### config.mk
export PLATFORM = sky130hd
export DESIGN_NAME = mesh_progress_monitor
export DESIGN_NICKNAME = d
export VERILOG_FILES = /design/src/rtl/mesh_mon_pkg.sv /design/src/rtl/mesh_stall_counter.sv /design/src/rtl/mesh_progress_monitor.sv
export SDC_FILE = /design/constraint.sdc
export NUM_CORES = 1
export LEC_CHECK = 0
export BUFFER_PORTS_ARGS = -buffer_cell sky130_fd_sc_hd__buf_2
export CAP_MARGIN = 20
export CORE_ASPECT_RATIO = 0.9
export CORE_MARGIN = 2
export CORE_UTILIZATION = 65
export CTS_CLUSTER_DIAMETER = 200
export DETAILED_ROUTE_END_ITERATION = 6
export GPL_ROUTABILITY_DRIVEN = 0
export PLACE_DENSITY = 0.84
export SKIP_CTS_REPAIR_TIMING = 1
export SYNTH_ARGS = -nofsm -noshare
export SYNTH_HDL_FRONTEND = slang
export SYNTH_SLANG_ARGS = --single-unit
export TNS_END_PERCENT = 50
### constraint.sdc
create_clock -name clk_i -period 7.4 [get_ports clk_i]
set_input_delay 1.11 -clock clk_i [delete_from_list [all_inputs] [get_ports clk_i]]
set_output_delay 1.11 -clock clk_i [all_outputs]
set_load 0.02 [all_outputs]
### src/rtl/mesh_mon_pkg.sv
// Purpose : shared types and helpers for the mesh progress/deadlock monitor.
// Latency : n/a (types, constants and a pure index function only).
// Backpressure: n/a; the monitor only observes valid/ready, it never drives them.
package mesh_mon_pkg;

    // Router port order; the channel index is built from it.
    typedef enum logic [2:0] {
        PORT_N = 3'd0,
        PORT_E = 3'd1,
        PORT_S = 3'd2,
        PORT_W = 3'd3,
        PORT_L = 3'd4
    } port_e;

    // Global progress FSM states.
    typedef enum logic [1:0] {
        IDLE     = 2'd0,
        WATCH    = 2'd1,
        DEADLOCK = 2'd2
    } mon_state_e;

    // Width of the mesh-wide no-handshake counter.
    localparam int IDLE_CNT_W = 16;

    // Flat channel index of port p on router (x, y).
    function automatic int chan_idx(input int x, input int y, input int p,
                                    input int mesh_x, input int ports);
        return (y * mesh_x + x) * ports + p;
    endfunction

endpackage

### src/rtl/mesh_stall_counter.sv
// Purpose : one channel's consecutive-stall counter plus its sticky stall flag.
// Latency : counter and flag are registered, updated on the edge that sees the stall.
// Backpressure: observe-only; a stall is valid_i & !ready_i, en_i low freezes state.
// Ports   : clk_i/rst_i/clr_i/en_i control, valid_i/ready_i observed pair,
//           cnt_o current count (MESH_MON_HIST_EN builds only), sticky_o flag,
//           set_o high in the cycle whose edge will newly set the flag.
module mesh_stall_counter
    import mesh_mon_pkg::*;
#(
    parameter int CNT_W       = 8,
    parameter int STALL_LIMIT = 64
) (
    input  logic             clk_i,
    input  logic             rst_i,
    input  logic             clr_i,
    input  logic             en_i,
    input  logic             valid_i,
    input  logic             ready_i,
`ifdef MESH_MON_HIST_EN
    output logic [CNT_W-1:0] cnt_o,
`endif
    output logic             sticky_o,
    output logic             set_o
);

    logic [CNT_W-1:0] cnt_q, cnt_d, cnt_inc;
    logic             sticky_q, sticky_d;
    logic             stall;

    always_comb begin
        stall    = valid_i & ~ready_i;
        // Saturating increment: the counter parks at all-ones.
        cnt_inc  = (&cnt_q) ? cnt_q : cnt_q + 1'b1;
        cnt_d    = cnt_q;
        sticky_d = sticky_q;
        if (en_i) begin
            if (stall) begin
                cnt_d = cnt_inc;
                if (cnt_inc == CNT_W'(STALL_LIMIT)) begin
                    sticky_d = 1'b1;
                end
            end else begin
                // Handshake or no valid: the stall run is over.
                cnt_d = '0;
            end
        end
    end

    always_ff @(posedge clk_i) begin
        if (rst_i || clr_i) begin
            cnt_q    <= '0;
            sticky_q <= 1'b0;
        end else begin
            cnt_q    <= cnt_d;
            sticky_q <= sticky_d;
        end
    end

    assign sticky_o = sticky_q;
    assign set_o    = sticky_d & ~sticky_q;
`ifdef MESH_MON_HIST_EN
    assign cnt_o    = cnt_q;
`endif

endmodule

### src/rtl/mesh_progress_monitor.sv
// Purpose : per-channel stall and mesh-wide deadlock monitor for a MESH_X x MESH_Y router mesh.
// Latency : all outputs registered (one edge after the observed event) except stall_any_o.
// Backpressure: observe-only; en_i low freezes every counter, flag and the FSM.
// Ports   : clk_i, rst_i (sync, active high), en_i, clr_i, ch_valid_i/ch_ready_i per channel;
//           stall_sticky_o, stall_any_o, first_ch_o/first_valid_o, deadlock_o, max_stall_o.
// Option  : define MESH_MON_HIST_EN to build the max_stall_o tracker; otherwise it is tied to 0.
module mesh_progress_monitor
    import mesh_mon_pkg::*;
#(
    parameter int  MESH_X      = 3,
    parameter int  MESH_Y      = 3,
    parameter int  PORTS       = 5,
    parameter int  CNT_W       = 8,
    parameter int  STALL_LIMIT = 64,
    parameter int  IDLE_LIMIT  = 128,
    localparam int NCH         = MESH_X * MESH_Y * PORTS,
    localparam int FIRST_W     = (NCH > 1) ? $clog2(NCH) : 1
) (
    input  logic               clk_i,
    input  logic               rst_i,
    input  logic               en_i,
    input  logic               clr_i,
    input  logic [NCH-1:0]     ch_valid_i,
    input  logic [NCH-1:0]     ch_ready_i,
    output logic [NCH-1:0]     stall_sticky_o,
    output logic               stall_any_o,
    output logic [FIRST_W-1:0] first_ch_o,
    output logic               first_valid_o,
    output logic               deadlock_o,
    output logic [CNT_W-1:0]   max_stall_o
);

    logic [NCH-1:0] sticky;
    logic [NCH-1:0] set_vec;
`ifdef MESH_MON_HIST_EN
    logic [CNT_W-1:0] cnt_arr [NCH];
`endif

    for (genvar gy = 0; gy < MESH_Y; gy++) begin : g_y
        for (genvar gx = 0; gx < MESH_X; gx++) begin : g_x
            for (genvar gp = 0; gp < PORTS; gp++) begin : g_p
                localparam int C = chan_idx(gx, gy, gp, MESH_X, PORTS);
                mesh_stall_counter #(
                    .CNT_W       (CNT_W),
                    .STALL_LIMIT (STALL_LIMIT)
                ) u_cnt (
                    .clk_i    (clk_i),
                    .rst_i    (rst_i),
                    .clr_i    (clr_i),
                    .en_i     (en_i),
                    .valid_i  (ch_valid_i[C]),
                    .ready_i  (ch_ready_i[C]),
`ifdef MESH_MON_HIST_EN
                    .cnt_o    (cnt_arr[C]),
`endif
                    .sticky_o (sticky[C]),
                    .set_o    (set_vec[C])
                );
            end
        end
    end

    assign stall_sticky_o = sticky;
    assign stall_any_o    = |sticky;

    // Lowest-index priority encoder over the channels that newly set this edge.
    logic               first_hit;
    logic [FIRST_W-1:0] first_idx;
    always_comb begin
        first_hit = 1'b0;
        first_idx = '0;
        for (int i = NCH - 1; i >= 0; i--) begin
            if (set_vec[i]) begin
                first_hit = 1'b1;
                first_idx = FIRST_W'(i);
            end
        end
    end

    logic [FIRST_W-1:0] first_ch_q;
    logic               first_valid_q;
    always_ff @(posedge clk_i) begin
        if (rst_i || clr_i) begin
            first_ch_q    <= '0;
            first_valid_q <= 1'b0;
        end else if (en_i && !first_valid_q && first_hit) begin
            first_ch_q    <= first_idx;
            first_valid_q <= 1'b1;
        end
    end
    assign first_ch_o    = first_ch_q;
    assign first_valid_o = first_valid_q;

    // Global progress FSM with the mesh-wide no-handshake counter.
    mon_state_e            state_q, state_d;
    logic [IDLE_CNT_W-1:0] idle_q, idle_d;
    logic                  any_valid, any_hs;

    always_comb begin
        any_valid = |ch_valid_i;
        any_hs    = |(ch_valid_i & ch_ready_i);
        state_d   = state_q;
        idle_d    = idle_q;
        if (en_i) begin
            case (state_q)
                IDLE: begin
                    idle_d = '0;
                    if (any_valid) state_d = WATCH;
                end
                WATCH: begin
                    if (any_hs) begin
                        idle_d = '0;
                    end else if (any_valid) begin
                        idle_d = idle_q + 1'b1;
                        if (idle_d >= IDLE_CNT_W'(IDLE_LIMIT)) state_d = DEADLOCK;
                    end else begin
                        idle_d  = '0;
                        state_d = IDLE;
                    end
                end
                DEADLOCK: begin
                    // Terminal until clr/rst; progress after the fact does not clear it.
                end
                default: begin
                    state_d = IDLE;
                    idle_d  = '0;
                end
            endcase
        end
    end

    always_ff @(posedge clk_i) begin
        if (rst_i || clr_i) begin
            state_q <= IDLE;
            idle_q  <= '0;
        end else begin
            state_q <= state_d;
            idle_q  <= idle_d;
        end
    end
    assign deadlock_o = (state_q == DEADLOCK);

`ifdef MESH_MON_HIST_EN
    // Tracks the registered counters, so it trails them by one edge.
    logic [CNT_W-1:0] cnt_max, max_q;
    always_comb begin
        cnt_max = max_q;
        for (int i = 0; i < NCH; i++) begin
            if (cnt_arr[i] > cnt_max) cnt_max = cnt_arr[i];
        end
    end
    always_ff @(posedge clk_i) begin
        if (rst_i || clr_i) begin
            max_q <= '0;
        end else if (en_i) begin
            max_q <= cnt_max;
        end
    end
    assign max_stall_o = max_q;
`else
    assign max_stall_o = '0;
`endif

endmodule

==> impl.org <==
** STA
- Minimum period implied by the final worst setup slack :: 4.30 ns
- Total of endpoints with negative setup slack in the final report :: 0
- On the final layout, the worst hold slack is 0.450 ns.
- The max-slew violation count was 0.
- Total negative setup slack :: 0 ns
- Setup repair after global routing missed its margin :: false
- Worst setup margin :: 3.10 ns
- Dividing the final minimum period by the clock period gives 58.1%.
- The number of hold-slack violations in the final timing report is 0.
- Fin Clk Skew :: 0.0183 ns
- For this run, the top clock speed supported by timing is 233 MHz.
- In this run the tightest slew margin relative to its limit is 18.0%.
- Actual slew at the worst max-slew pin :: 1.22 ns

** Logic synthesis
- Synth top area cells :: sky130_fd_sc_hd__dfxtp_1 (31%), sky130_fd_sc_hd__nor2_1 (6.2%), sky130_fd_sc_hd__a21oi_1 (5.8%), sky130_fd_sc_hd__nand2_1 (4.7%), sky130_fd_sc_hd__o21ai_0 (3.9%)
- Combined area of all synthesized cells :: 27500 um2
- Synthesis Warnings :: 0
- The most used flip-flop cell after synthesis is sky130_fd_sc_hd__dfxtp_1.
- Area share of the largest cell type after synthesis :: 31.3%
- Post-synth EDFFs :: 0
- Synthesis instantiated 117 different standard cells from the library.
- Synthesis produced 3718 cells.
- Of all cell types, the one taking the most synthesized area is sky130_fd_sc_hd__dfxtp_1.
- Average cell area after synthesis :: 7.41 um2
- Sequential area share after synthesis :: 31.3%
- The synthesized design contains 430 register bits.
- Counting flops with an async set or reset pin after synthesis yields a share of 0%.

** Setup path
- CP top delay family :: simple AND/OR/NAND/NOR gates
- Type of element capturing the critical path :: flop
- Flop2flop setup slack :: 3.57 ns
- Critical Path, Cell by Cell :: buf_8 -> buf_4 -> nand2_1 -> or2_1 -> nor4_1 -> o21ai_1 -> nor4_2 -> nor4_1 -> nor3b_1 -> and3_4 -> and3_1 -> or4_4 -> o31ai_2
- STA classifies the critical path startpoint as a primary input.
- Worst endpoint data arrival time :: 4.78 ns
- Critical register-to-register path startpoint :: g_y[2].g_x[0].g_p[0].u_cnt.cnt_q[0]
- The worst register-to-register path has a depth of 12.
- Together, buffers and inverters on the worst path number 2.
- STA puts the critical path data required time at 7.88 ns.
- The largest individual stage delay along the critical path comes from the cell sky130_fd_sc_hd__nor4_2.
- Max stage delay on crit path :: 0.53 ns
- The worst setup path is of the primary input to flop kind.
- The worst register-to-register path ends at first_ch_o[2].
- The most numerous cell type found on the critical path is sky130_fd_sc_hd__nor4_1.
- Of all nets on the critical path, the largest fanout is 97.

** Power
- Fraction of power spent switching nets :: 24.6%
- The clock network burns 45.0% of the power.
- Part of the power in combinational logic :: 6.6%
- Internal power comes to 3.63 mW.
- In this run the static leakage power is 9.70 nW.
- Worst supply voltage drop on vdd :: 0.191 mV
- Cell area power density :: 165 nW/um2
- Overall power :: 4.81 mW
- Net Sw Power :: 1.18 mW
- Sequential cells burn 48.4% of the power.

** Clock tree
- Buffers inserted during clock tree synthesis total 45.
- TritonCTS built the clock tree.
- In this run the number of H-tree levels came out at 2.
- After clock tree synthesis, the clock-pin slew on the worst setup and hold paths is 0.06 ns.
- Root cell of the clock tree :: sky130_fd_sc_hd__clkbuf_16
- Clock sink count :: 430
- Deepest clock path buffer count :: 3
- The clock reaches the later pin of the worst-skew pair after 0.57 ns.

** Global routing
- The total overflow left after global routing is 0.
- Global-route wire length before repair :: 129000 um
- Entering global routing, the biggest net connects 229 pins.
- Number of global-route vias before repair :: 25538
- Total Routing Usage GR :: 35.0%
- The initial antenna violation count is 4.

** Job
- Across the run, the number of max-cap violations was 0.

** Route
- In the final routed layout, each cell accounts on average for 19.2 um.
- Top layer reached by signal wires :: met5
- In this run, the number of DRC markers left after iteration 0 of detailed routing was 3774.
- Summed over all nets, wire length on met2 after detailed routing comes to 34900 um.
- For this run, design rule violations remaining after detail routing come to 2.
- Routed metal-1 wire length :: 32400 um
- Detailed routing placed a total of 9010 um of wire on met3.
- Once detail routing completed, the nets flagged for antenna violations numbered 0.
- The final layout contains routed wiring with a total length of 81400 um.
- First-pass DRT Iterations :: 7
- Vias post-DR :: 29242
- Using the TritonRoute via totals, the vias-per-cell ratio works out to 6.91.

** Placed design
- Post-placement cell count :: 4152
- The count of buffers added on input and output ports is 147.
- HPWL reported at the end of detailed placement :: 57000 um
- Setup WS pre-CTS :: 2.65 ns

** Floorplanning
- In this run the core area contains 71 standard-cell rows.
- Total Die Area :: 44000 um2
- The die is 221 um wide.
- Once the floorplan was initialized, standard cells occupied 65.8% of the core.
- 156 I/O pins were placed.
- The floorplan step set the die height to 199 um.
- The region available for standard cell placement spans 41800 um2.

** Hold path
- Path class of the lowest-slack min-delay path :: flop to flop
- For hold timing, the worst endpoint is first_ch_o[3].
- The startpoint identified for the worst hold timing path is first_ch_o[3].
- Counting instances, the worst hold path has a depth of 2.

** Cells and area
- Fill cells in the final layout number 3364.
- Highest-count cells in the layout ignoring fill and taps :: sky130_fd_sc_hd__nor2_1 (457), sky130_fd_sc_hd__dfxtp_1 (430), sky130_fd_sc_hd__nand2_1 (345)
- Leaving out fill and tap cells, the most frequent cell in the layout is sky130_fd_sc_hd__nor2_1.
- Area grow syn2layout :: 5.80%
- The finished layout holds 4234 standard cells, fillers aside.
- Final nets :: 3793
- Share of layout cells above drive strength 1 :: 9.37%

** Status
- Failing checks :: design-rule violations
- The run finished, with violations left.
==> power groups by stage <==
stage | clock [mW] | combinational, mW | sequential [mW]
2_1_floorplan | 0 | 0.192 | 2.38
3_3_place_gp | 0 | 0.295 | 2.38
3_5_place_dp | 0 | 0.302 | 2.38
4_1_cts | 2.18 | 0.304 | 2.33
5_1_grt | 2.28 | 0.336 | 2.33
6_report | 2.17 | 0.317 | 2.33
==> metrics by stage <==
step	util (%)	area, um2
detailed placement	66.3	27800
floorplan	-	27600
global placement	66.3	27800
CTS	69.6	29100
finish	69.6	29100
global route	69.6	29100
==> routing by layer <==
metal	up-vias	global-route usage (%)
li1	13799	-
met1	13597	44.8
met2	1534	53.7
met3	310	8.31
met4	2	21.1
met5	-	0
==> area by class of cell <==
| cell class | instances | area, um2 | share of cell area, % |
|---|---|---|---|
| antenna | 4 | 10.0 | 0.0344 |
| clock buffer | 70 | 1330 | 4.56 |
| clock inverter | 8 | 40.0 | 0.137 |
| inverter | 56 | 211 | 0.726 |
| multi-input combinational | 2960 | 17400 | 59.7 |
| sequential | 430 | 8610 | 29.5 |
| tap | 547 | 684 | 2.35 |
| timing repair buffer | 159 | 861 | 2.95 |
==> registers in the layout, summed over array words and instances, names as in the netlist <==
name and count:
g_y.g_x.g_p.u_cnt.cnt_q 360, g_y.g_x.g_p.u_cnt.sticky_o 45, idle_q 16, first_ch_o 6
state_q 2, first_valid_o 1
==> cell usage after synthesis (10+ instances only) <==
| cell | n |
|---|---|
| sky130_fd_sc_hd__a311oi_1 | 52 |
| sky130_fd_sc_hd__xor2_1 | 31 |
| sky130_fd_sc_hd__nor2b_1 | 20 |
| sky130_fd_sc_hd__o2111ai_1 | 15 |
| sky130_fd_sc_hd__buf_4 | 53 |
| sky130_fd_sc_hd__nor3b_1 | 17 |
| sky130_fd_sc_hd__nand3b_1 | 23 |
| sky130_fd_sc_hd__nand3_1 | 139 |
| sky130_fd_sc_hd__a22oi_1 | 34 |
| sky130_fd_sc_hd__nor4b_1 | 13 |
| sky130_fd_sc_hd__or3_1 | 28 |
| sky130_fd_sc_hd__and2_1 | 51 |
| sky130_fd_sc_hd__or4_1 | 16 |
| sky130_fd_sc_hd__nand2_1 | 345 |
| sky130_fd_sc_hd__xnor2_1 | 26 |
| sky130_fd_sc_hd__o31ai_1 | 36 |
| sky130_fd_sc_hd__a21oi_1 | 318 |
| sky130_fd_sc_hd__a31o_2 | 20 |
| sky130_fd_sc_hd__nor3_1 | 160 |
| sky130_fd_sc_hd__a211oi_1 | 132 |
| sky130_fd_sc_hd__buf_1 | 11 |
| sky130_fd_sc_hd__buf_2 | 31 |
| sky130_fd_sc_hd__clkbuf_1 | 172 |
| sky130_fd_sc_hd__o21ai_0 | 217 |
| sky130_fd_sc_hd__a221oi_1 | 12 |
| sky130_fd_sc_hd__and4_1 | 24 |
| sky130_fd_sc_hd__nand4_1 | 75 |
| sky130_fd_sc_hd__o22ai_1 | 13 |
| sky130_fd_sc_hd__nor2_1 | 458 |
| sky130_fd_sc_hd__a21o_1 | 14 |
| sky130_fd_sc_hd__mux2i_1 | 15 |
| sky130_fd_sc_hd__or2_1 | 14 |
| sky130_fd_sc_hd__o211ai_1 | 13 |
| sky130_fd_sc_hd__or2_2 | 37 |
| sky130_fd_sc_hd__a31oi_1 | 105 |
| sky130_fd_sc_hd__o41ai_1 | 10 |
| sky130_fd_sc_hd__a32oi_1 | 36 |
| sky130_fd_sc_hd__dfxtp_1 | 430 |
| sky130_fd_sc_hd__inv_1 | 56 |
| sky130_fd_sc_hd__o21a_1 | 10 |
| sky130_fd_sc_hd__nor4_1 | 45 |
| sky130_fd_sc_hd__ha_1 | 47 |
| sky130_fd_sc_hd__a41oi_1 | 23 |
| sky130_fd_sc_hd__nand2b_1 | 28 |
| sky130_fd_sc_hd__and3_1 | 100 |
==> worst max path at each step <==
| stage | from | end | cells past startpoint |
|---|---|---|---|
| 4_1_cts | en_i | first_ch_o[2] | 13 |
| 3_3_place_gp | en_i | first_ch_o[3] | 12 |
| 5_1_grt | en_i | first_ch_o[2] | 12 |
| 6_report | en_i | first_ch_o[2] | 13 |
| 2_1_floorplan | en_i | first_ch_o[2] | 13 |
| 3_5_place_dp | en_i | first_ch_o[2] | 12 |
==> logic make-up after synthesis <==
| group | synth area share, % |
|---|---|
| AOI/OAI and AO/OA | 27.6 |
| xor gates and xnor gates | 1.81 |
| adders and majority gates | 2.14 |
| buffers and inverters | 5.72 |
| DFF | 31.3 |
| muxes | 0.709 |
| other | 0.0136 |
| and+or+nand+nor | 30.8 |
==> worst reg2reg max path, cell delays in order, from the launching register on <==
cell,delay (ns)
sky130_fd_sc_hd__dfxtp_1,0.50
sky130_fd_sc_hd__ha_1,0.41
sky130_fd_sc_hd__nand2_1,0.22
sky130_fd_sc_hd__or3_1,0.42
sky130_fd_sc_hd__o31ai_1,0.33
sky130_fd_sc_hd__nand4_1,0.17
sky130_fd_sc_hd__nor2_1,0.36
sky130_fd_sc_hd__nor4_1,0.15
sky130_fd_sc_hd__nor3b_1,0.20
sky130_fd_sc_hd__and3_4,0.21
sky130_fd_sc_hd__and3_1,0.19
sky130_fd_sc_hd__or4_4,0.43
sky130_fd_sc_hd__o31ai_2,0.18
(Power assumes the default switching activity.)
